[src/rtl/shift_dispatcher_if.sv]
`default_nettype none
// ============================================================================
// Module      : shift_dispatcher_if
// Description : Request, shifter stb/ack and result channels of the shift dispatcher.
// Revision    : 1.0  initial release
// ============================================================================
interface shift_dispatcher_if #(
    parameter int DATA_WIDTH = 64
);
    logic                  req_valid;
    logic                  req_ready;
    logic [1:0]            req_op;
    logic                  req_alu32;
    logic [DATA_WIDTH-1:0] req_dst;
    logic [DATA_WIDTH-1:0] req_src;
    logic                  sh_stb;
    logic                  sh_arith;
    logic                  sh_left;
    logic [DATA_WIDTH-1:0] sh_value;
    logic [DATA_WIDTH-1:0] sh_shift;
    logic [DATA_WIDTH-1:0] sh_out;
    logic                  sh_ack;
    logic                  res_valid;
    logic                  res_ready;
    logic [DATA_WIDTH-1:0] res_data;
    logic                  res_err;

    // The dispatcher is the initiator of the shifter handshake.
    modport master (
        input  req_valid, req_op, req_alu32, req_dst, req_src, sh_out, sh_ack, res_ready,
        output req_ready, sh_stb, sh_arith, sh_left, sh_value, sh_shift,
               res_valid, res_data, res_err
    );

    modport slave (
        output req_valid, req_op, req_alu32, req_dst, req_src, sh_out, sh_ack, res_ready,
        input  req_ready, sh_stb, sh_arith, sh_left, sh_value, sh_shift,
               res_valid, res_data, res_err
    );
endinterface
`default_nettype wire

[src/rtl/shift_dispatcher.sv]
`default_nettype none
// ============================================================================
// Module      : shift_dispatcher
// Description : Applies eBPF shift semantics and drives one stb/ack shifter transaction per op.
// Revision    : 1.0  initial release
// ============================================================================
module shift_dispatcher #(
    parameter int DATA_WIDTH = 64,
    parameter int TIMEOUT    = 16,
    parameter int TMO_W      = 8
) (
    input  wire logic          clk,
    input  wire logic          rst,
    shift_dispatcher_if.master bus
);
    localparam logic [TMO_W-1:0]      c_TMO_LAST  = TMO_W'(TIMEOUT - 1);
    localparam logic [DATA_WIDTH-1:0] c_MASK64    = DATA_WIDTH'(63);
    localparam logic [DATA_WIDTH-1:0] c_MASK32    = DATA_WIDTH'(31);
    localparam logic [1:0]            c_OP_LSH    = 2'b00;
    localparam logic [1:0]            c_OP_ARSH   = 2'b10;
    localparam logic [1:0]            c_OP_ILLEGAL = 2'b11;

    typedef enum logic [1:0] {
        S_IDLE  = 2'd0,
        S_ISSUE = 2'd1,
        S_WAIT  = 2'd2,
        S_RESP  = 2'd3
    } state_t;

    state_t                r_state;
    logic                  r_alu32;
    logic                  r_sh_stb;
    logic                  r_sh_arith;
    logic                  r_sh_left;
    logic [DATA_WIDTH-1:0] r_sh_value;
    logic [DATA_WIDTH-1:0] r_sh_shift;
    logic                  r_res_valid;
    logic [DATA_WIDTH-1:0] r_res_data;
    logic                  r_res_err;
    logic [TMO_W-1:0]      r_wdog;

    logic [DATA_WIDTH-1:0] w_dst_zext;
    logic [DATA_WIDTH-1:0] w_dst_sext;
    logic [DATA_WIDTH-1:0] w_ack_result;

    assign w_dst_zext   = {{(DATA_WIDTH-32){1'b0}}, bus.req_dst[31:0]};
    assign w_dst_sext   = {{(DATA_WIDTH-32){bus.req_dst[31]}}, bus.req_dst[31:0]};
    // ALU32 results are truncated and zero-extended regardless of shift direction.
    assign w_ack_result = r_alu32 ? {{(DATA_WIDTH-32){1'b0}}, bus.sh_out[31:0]} : bus.sh_out;

    always_ff @(posedge clk) begin
        if (rst) begin
            r_state     <= S_IDLE;
            r_alu32     <= 1'b0;
            r_sh_stb    <= 1'b0;
            r_sh_arith  <= 1'b0;
            r_sh_left   <= 1'b0;
            r_sh_value  <= '0;
            r_sh_shift  <= '0;
            r_res_valid <= 1'b0;
            r_res_data  <= '0;
            r_res_err   <= 1'b0;
            r_wdog      <= '0;
        end else begin
            unique case (r_state)
                S_IDLE: begin
                    if (bus.req_valid) begin
                        if (bus.req_op == c_OP_ILLEGAL) begin
                            // Illegal ops never reach the shifter; its operand regs keep their values.
                            r_res_data  <= '0;
                            r_res_err   <= 1'b1;
                            r_res_valid <= 1'b1;
                            r_state     <= S_RESP;
                        end else begin
                            r_alu32    <= bus.req_alu32;
                            r_sh_left  <= (bus.req_op == c_OP_LSH);
                            r_sh_arith <= (bus.req_op == c_OP_ARSH);
                            r_sh_shift <= bus.req_src & (bus.req_alu32 ? c_MASK32 : c_MASK64);
                            if (!bus.req_alu32) begin
                                r_sh_value <= bus.req_dst;
                            end else if (bus.req_op == c_OP_ARSH) begin
                                r_sh_value <= w_dst_sext;
                            end else begin
                                r_sh_value <= w_dst_zext;
                            end
                            r_sh_stb   <= 1'b1;
                            r_state    <= S_ISSUE;
                        end
                    end
                end
                S_ISSUE: begin
                    r_sh_stb <= 1'b0;
                    r_wdog   <= '0;
                    r_state  <= S_WAIT;
                end
                S_WAIT: begin
                    // An ack arriving on the watchdog's final cycle still wins.
                    if (bus.sh_ack) begin
                        r_res_data  <= w_ack_result;
                        r_res_err   <= 1'b0;
                        r_res_valid <= 1'b1;
                        r_state     <= S_RESP;
                    end else if (r_wdog == c_TMO_LAST) begin
                        r_res_data  <= '0;
                        r_res_err   <= 1'b1;
                        r_res_valid <= 1'b1;
                        r_state     <= S_RESP;
                    end else begin
                        r_wdog <= r_wdog + TMO_W'(1);
                    end
                end
                S_RESP: begin
                    if (bus.res_ready) begin
                        r_res_valid <= 1'b0;
                        r_state     <= S_IDLE;
                    end
                end
                default: r_state <= S_IDLE;
            endcase
        end
    end

    assign bus.req_ready = (r_state == S_IDLE);
    assign bus.sh_stb    = r_sh_stb;
    assign bus.sh_arith  = r_sh_arith;
    assign bus.sh_left   = r_sh_left;
    assign bus.sh_value  = r_sh_value;
    assign bus.sh_shift  = r_sh_shift;
    assign bus.res_valid = r_res_valid;
    assign bus.res_data  = r_res_data;
    assign bus.res_err   = r_res_err;
endmodule
`default_nettype wire

[src/flat_wrapper.sv]
// flat-port wrapper written by rule: the top's interface ports become plain ports
module shift_dispatcher_flat 
#(
    parameter int DATA_WIDTH = 64,
    parameter int TIMEOUT    = 16,
    parameter int TMO_W      = 8
)
  (clk, rst, bus_req_valid, bus_req_op, bus_req_alu32, bus_req_dst, bus_req_src, bus_sh_out, bus_sh_ack, bus_res_ready, bus_req_ready, bus_sh_stb, bus_sh_arith, bus_sh_left, bus_sh_value, bus_sh_shift, bus_res_valid, bus_res_data, bus_res_err);
  shift_dispatcher_if #(.DATA_WIDTH(DATA_WIDTH)) bus_i ();
  input  wire logic clk;
  input  wire logic rst;
  input wire logic [$bits(bus_i.req_valid)-1:0] bus_req_valid;
  input wire logic [$bits(bus_i.req_op)-1:0] bus_req_op;
  input wire logic [$bits(bus_i.req_alu32)-1:0] bus_req_alu32;
  input wire logic [$bits(bus_i.req_dst)-1:0] bus_req_dst;
  input wire logic [$bits(bus_i.req_src)-1:0] bus_req_src;
  input wire logic [$bits(bus_i.sh_out)-1:0] bus_sh_out;
  input wire logic [$bits(bus_i.sh_ack)-1:0] bus_sh_ack;
  input wire logic [$bits(bus_i.res_ready)-1:0] bus_res_ready;
  output wire logic [$bits(bus_i.req_ready)-1:0] bus_req_ready;
  output wire logic [$bits(bus_i.sh_stb)-1:0] bus_sh_stb;
  output wire logic [$bits(bus_i.sh_arith)-1:0] bus_sh_arith;
  output wire logic [$bits(bus_i.sh_left)-1:0] bus_sh_left;
  output wire logic [$bits(bus_i.sh_value)-1:0] bus_sh_value;
  output wire logic [$bits(bus_i.sh_shift)-1:0] bus_sh_shift;
  output wire logic [$bits(bus_i.res_valid)-1:0] bus_res_valid;
  output wire logic [$bits(bus_i.res_data)-1:0] bus_res_data;
  output wire logic [$bits(bus_i.res_err)-1:0] bus_res_err;
  assign bus_i.req_valid = bus_req_valid;
  assign bus_i.req_op = bus_req_op;
  assign bus_i.req_alu32 = bus_req_alu32;
  assign bus_i.req_dst = bus_req_dst;
  assign bus_i.req_src = bus_req_src;
  assign bus_i.sh_out = bus_sh_out;
  assign bus_i.sh_ack = bus_sh_ack;
  assign bus_i.res_ready = bus_res_ready;
  assign bus_req_ready = bus_i.req_ready;
  assign bus_sh_stb = bus_i.sh_stb;
  assign bus_sh_arith = bus_i.sh_arith;
  assign bus_sh_left = bus_i.sh_left;
  assign bus_sh_value = bus_i.sh_value;
  assign bus_sh_shift = bus_i.sh_shift;
  assign bus_res_valid = bus_i.res_valid;
  assign bus_res_data = bus_i.res_data;
  assign bus_res_err = bus_i.res_err;
  shift_dispatcher #(.DATA_WIDTH(DATA_WIDTH), .TIMEOUT(TIMEOUT), .TMO_W(TMO_W)) u_core (.clk(clk), .rst(rst), .bus(bus_i));
endmodule
[config.mk]
export PLATFORM = sky130hd
export DESIGN_NAME = shift_dispatcher_flat
export DESIGN_NICKNAME = d
export VERILOG_FILES = /design/src/rtl/shift_dispatcher_if.sv /design/src/rtl/shift_dispatcher.sv /design/src/flat_wrapper.sv
export SDC_FILE = /design/constraint.sdc
export NUM_CORES = 1
export LEC_CHECK = 0
export ABC_CLOCK_PERIOD_IN_PS = 1900
export CELL_PAD_IN_SITES_DETAIL_PLACEMENT = 0
export CELL_PAD_IN_SITES_GLOBAL_PLACEMENT = 1
export CORE_AREA = 2 2 154 156
export DETAILED_ROUTE_END_ITERATION = 10
export DIE_AREA = 0 0 156 158
export DONT_BUFFER_PORTS = 1
export PLACE_DENSITY_LB_ADDON = 0.1
export SYNTH_ARGS = -nofsm -noshare
export SYNTH_HDL_FRONTEND = slang
export SYNTH_SLANG_ARGS = --single-unit
export TNS_END_PERCENT = 30
[constraint.sdc]
create_clock -name clk -period 1.9 [get_ports clk]
set_input_delay 0.38 -clock clk [delete_from_list [all_inputs] [get_ports clk]]
set_output_delay 0.38 -clock clk [all_outputs]
set_load 0.05 [all_outputs]
After elaboration in Yosys (flattened, before gate mapping)
Index checks and enable logic that the tools add are counted.
{ "op_classes": {"add_sub_neg": 1, "eq_ne": 13, "muxes": 29, "bitwise": 2, "reduce_logical": 12} }
{ "ops": {"columns": ["operator", "count"], "rows": [
  ["64-bit 2-to-1 mux", 7],
  ["64-bit one-hot mux with 2 select lines", 1],
  ["64-bit AND", 1],
  ["8-bit 2-to-1 mux", 2],
  ["8-bit one-hot mux with 2 select lines", 1],
  ["3-bit AND reduction", 4],
  ["2-bit 2-to-1 mux", 5],
  ["2-bit != test (second input constant)", 5],
  ["8-bit by 1-bit adder with 8-bit output (second input constant)", 1],
  ["2-bit equality test (second input constant)", 4],
  ["8-bit by 4-bit equality test with 1-bit output (second input constant)", 1],
  ["1-bit 2-to-1 mux", 8],
  ["2-bit one-hot mux with 4 select lines", 1],
  ["6-bit 2-to-1 mux", 1],
  ["2-bit nonzero test", 3],
  ["5-bit AND reduction", 1],
  ["2-bit logical NOT", 2],
  ["1-bit one-hot mux with 2 select lines", 2],
  ["4-bit AND reduction", 1],
  ["3-bit by 2-bit != test with 1-bit output (second input constant)", 1],
  ["1-bit one-hot mux with 3 select lines", 1],
  ["3-bit nonzero test", 1],
  ["2-bit by 1-bit equality test with 1-bit output (second input constant)", 1],
  ["2-bit by 1-bit != test with 1-bit output (second input constant)", 1],
  ["1-bit inverter", 1]
]} }
{ "totals": {"regBits": 208, "output_inout_bits": 198} }

Longest topological paths before layout
{ "logic_depth": {"word_depth": 4, "depth_mapped": 9, "ltp_nobuf": 6} }

Least setup slack after synthesis
OpenSTA, ideal clock, no wires.
{ "synth_path": {"path_kind": "register -> register", "startpoint": "register u_core.r_state[0]", "endpoint": "register u_core.r_sh_value[43], in the netlist u_core.bus.sh_value[43]", "arrival_ns": 1.992, "required_time_ns": 1.814, "slack_ns": -0.177, "stages_incl_launch_ff": 9, "path_cell_list": "dfxtp_1 -> inv_1 -> ha_1 -> buf_2 -> and3_1 -> buf_2 -> clkbuf_1 -> nor2_1 -> a211oi_1"} }
{ "synth_via": {"elab_chain_cells": 2} }
{ "synth_rtl": {"columns": ["item", "line", "source"], "rows": [
  ["start, declared", "shift_dispatcher.sv:30", "state_t r_state;"],
  ["start signal, assigned", "shift_dispatcher.sv:53", "r_state <= S_IDLE;"],
  ["start signal, assigned", "shift_dispatcher.sv:73", "r_state <= S_RESP;"],
  ["start signal, assigned", "shift_dispatcher.sv:87", "r_state <= S_ISSUE;"],
  ["2-bit logical NOT", null, null],
  ["named net bus_req_ready", "flat_wrapper.sv:20", "output wire logic [$bits(bus_i.req_ready)-1:0] bus_req_ready;"],
  ["3-bit AND reduction (no line)", null, null],
  ["end signal, assigned", "shift_dispatcher.sv:80", "r_sh_value <= bus.req_dst;"],
  ["end signal, assigned", "shift_dispatcher.sv:82", "r_sh_value <= w_dst_sext;"],
  ["end signal, assigned", "shift_dispatcher.sv:84", "r_sh_value <= w_dst_zext;"],
  ["end, declared", "shift_dispatcher.sv:35", "logic [DATA_WIDTH-1:0] r_sh_value;"]
]} }
The timed path passes the listed nets, and every way through them passes these cells.
A chain may end at the register's enable or synchronous reset.

Worst setup path in the final report
{ "layout_path": {"startpoint": "register u_core.r_state[0]", "endpoint": "output bus_req_ready"} }
{ "layout_via": {"elab_chain_cells": 1} }
{ "layout_rtl": {"columns": ["item", "line", "source"], "rows": [
  ["2-bit logical NOT", "shift_dispatcher.sv:123", "assign bus.req_ready = (r_state == S_IDLE);"],
  ["end, declared", "flat_wrapper.sv:20", null]
]} }
Every way passes these cells.

==> impl_results.md <==
* Status: finished clean
* Maximum number of buffers from clock root to sink at 2
* Final number of hold-violating endpoints at 0
* Worst Path Class, Setup: reg -> out
* Max-cap violations at 0
* # rows at 56
* Data arrival time of the critical path at 1.40 ns
* Number of vias per cell at around 4.6
* Grt ovf at 0
* Most area-consuming cells after synthesis: sky130_fd_sc_hd__dfxtp_1 (46%), sky130_fd_sc_hd__nand2_1 (10%), sky130_fd_sc_hd__mux2i_1 (9.7%), sky130_fd_sc_hd__buf_4 (6.8%), sky130_fd_sc_hd__nand2b_1 (6.8%)
* Number of I/O pins at between 300 and 400
* Launching element of the worst setup path: u_core.r_state[0]$_SDFFE_PP0P_
* Flip-flop and latch count after synthesis at 150
* Number of global-route vias before repair at 4787
* Initial antenna violation count at 0
* CTS buffer count at 17
* Post-detailed-placement half-perimeter wirelength at between 10000 and 15000 um
* Worst path top cell family by delay: buffers and inverters
* Worst-case register-to-register setup slack at approximately 0.17 ns
* Detailed router's first-iteration violation count at 200
* Portion of the post-synthesis area used by sequential elements at 45.7%
* Worst r2r path cells at 7
* X dimension of the die at 156 um
* Cell chain of the critical path: inv_1, buf_4, ha_4, buf_4
* Post-cts hold buffer count at 0
* Top cell type by total area after synthesis: sky130_fd_sc_hd__dfxtp_1
* Routed WL per cell at roughly 17 um
* Utilization after layout at about a third
* Register clock-pin slew on the reported worst setup and hold paths at approximately 0.07 ns
* Fill cell count at 2426
* Critical path data required time at about 1.5 ns
* Number of H-tree levels at 4
* Cell with the most instances on the worst path: sky130_fd_sc_hd__buf_4
* Via count at between 4000 and 5000
* Cell type of the slowest stage on the worst timing path: sky130_fd_sc_hd__dfxtp_1
* Initial core utilization at 28.5%
* Multi-input gate area at approximately 3100 um2
* Share of Yosys cell area claimed by the top area cell type at between 40 and 50%
* R2R Path End: u_core.bus.res_data[2]$_SDFFE_PP0P_
* CTS Sinks at 150
* Endpoints failing setup at 0
* Placed cell areas at 6720 um2
* Sort of element at the end of the critical path: output pin
* Post-synthesis cell type count at 46
* Most common cell after layout, fill and taps aside: sky130_fd_sc_hd__nand2_1
* Worst-case vdd ir drop at about 560 uV
* Portion of the clock cycle consumed by the worst path in the final layout at 93.8%
* Average instance area after synthesis at between 8 and 9 um2
* Std-Cell Core Area at roughly 23000 um2
* Final nets at 950
* Max Clk Rate at between 500 and 600 MHz
* Worst Tran Pin Value at 0.615 ns
* Clock skew at 0.00873 ns
* Worst relative slew slack at between 50 and 60%
* Placer's final routability congestion estimate at between 0.7 and 0.8
* Post-CTS setup repair buffer count at 0
* Final critical-path required period at about 1.8 ns
* Synth warnings at 0
* Post-route design area at around 7300 um2
* Final count of pins violating max slew at 0
* Depth of the critical timing path with buffers and inverters included at 4
* Wire length of the first global-routing pass at approximately 26000 um
* Setup repair after global routing missed its margin: no
* Pin count of the biggest net entering global routing at around 160
* Die ar. at between 20000 and 25000 um2
* CTS tree: yes
* Source of the worst register-to-register timing path: u_core.r_state[1]$_SDFFE_PP0P_
* Sequential cell area in the final layout at approximately 3000 um2
* Number of diodes added for antenna fixing at 0
* Final routed wirelength across all metal layers at about 18000 um
* Power per cell area at 1530 nW/um2
* # DRC at 0
* Height of the die at between 150 and 200 um
* Number of instances in the synthesized netlist at between 700 and 800
* Most frequent cells in the layout: sky130_fd_sc_hd__nand2_1 (183), sky130_fd_sc_hd__dfxtp_1 (150), sky130_fd_sc_hd__nand2b_1 (72)
* Clk root buf: sky130_fd_sc_hd__clkbuf_16
* Top fanout value on the critical path at 9
* Share of layout cells above drive strength 1 at 8.45%
* Critical Path Start Type: flop
* Total global routing track utilization at a little over an eighth
* Count of antenna-violating nets left after detailed routing at 0
* Layout overhead on the synthesized area at 11.4%
* Port Buf Inserts at 0
* Leak at between 2 and 3 nW
* Setup TNS at 0 ns
* Highest cell delay on the worst timing path at ~0.31 ns
* Mapped Area at approximately 6600 um2
* Buf/Inv on CP at 3
* Initial DRT Pass Iterations at 4
* Type of the tightest min-delay check: in -> reg
* Crit path to: bus_req_ready
* Latest clock arrival within the worst-skew pair at ~0.42 ns
## worst min-delay path by stage
stage,slack (ns),startpoint,cells past startpoint,endpoint
after floorplan,0.44,u_core.r_alu32$_SDFFE_PP0P_,2,u_core.r_alu32$_SDFFE_PP0P_
after global placement,0.48,u_core.r_wdog[1]$_SDFFE_PP0P_,2,u_core.r_wdog[1]$_SDFFE_PP0P_
after detailed placement,0.48,rst,1,u_core.bus.sh_value[5]$_SDFFE_PP0P_
after CTS,0.03,rst,1,u_core.bus.sh_value[5]$_SDFFE_PP0P_
after global routing,0.03,rst,1,u_core.bus.sh_value[4]$_SDFFE_PP0P_
final,0.09,bus_req_dst[24],2,u_core.bus.sh_value[24]$_SDFFE_PP0P_
## cell usage after synthesis, drive strengths merged
master     n
nand2    183
dfxtp    150
buf       76
nand2b    72
mux2i     64
a21oi     54
clkbuf    35
nor2      34
a211oi    32
ha         6
inv        5
nand3      5
nor2b      4
nand3b     3
o211ai     3
or3        3
a21boi     2
a31oi      2
and3       2
nand4      2
o32ai      2
a22oi      1
a311oi     1
a32o       1
a41o       1
a41oi      1
and2       1
and2b      1
and3b      1
and4       1
conb       1
mux2       1
nand4b     1
nor3       1
nor4b      1
o21ai      1
o21ba      1
o2bb2ai    1
or2        1
or4        1
## area by class of cell
class	count	area share [%]
Clock buffer	19	6.05
Clock inverter	13	2.02
Inverter	5	0.256
Multi-Input combinational cell	549	42.3
Sequential cell	150	41.0
Tap cell	290	4.95
Timing Repair Buffer	21	3.40
## report_power, final
group / internal [mW] / switching (mW)
clock: 1.99 / 1.44
sequential: 3.52 / 1.47
combinational: 1.10 / 1.66
## what timing repair did
action	in CTS	in global routing
resized for setup	0	2
endpoints found under the setup margin	0	4
endpoints found under the hold margin	0	0
## routing by layer
| metal | share of wire [%] | GRT usage, % |
|---|---|---|
| met4 | 1.5 | 4.54 |
| met5 | 0 | 0 |
| met1 | 39 | 15.1 |
| met3 | 14 | 8.19 |
| met2 | 45 | 21.8 |
## state kept, by name, indices dropped and copies added, names as in the netlist, 2 cells and up
name                 flops
u_core.bus.res_data     64
u_core.bus.sh_value     64
u_core.r_wdog            8
u_core.bus.sh_shift      6
u_core.r_state           2
## kinds of logic after synthesis
| logic type | synth area share [%] |
|---|---|
| AND/OR/NAND/NOR | 22.2 |
| other | 0.0570 |
| buffers and inverters | 10.9 |
| multiplexers | 9.91 |
| adder cells (fa/ha/maj) | 1.14 |
| AO/OA/AOI/OAI | 10.1 |
| flip-flops | 45.7 |
## stage by stage
step	total power, mW	hold WS (ns)	worst slack, ns	cells
after floorplan	7.33	0.437	0.0799	815
after global placement	7.82	0.476	0.130	1015
after detailed placement	7.86	0.480	0.119	1015
after CTS	11.3	0.0259	0.0858	1047
after global routing	11.7	0.0285	0.0311	1047
final	11.2	0.0861	0.117	1047
No activity file was read; power rests on OpenSTA's default activity.
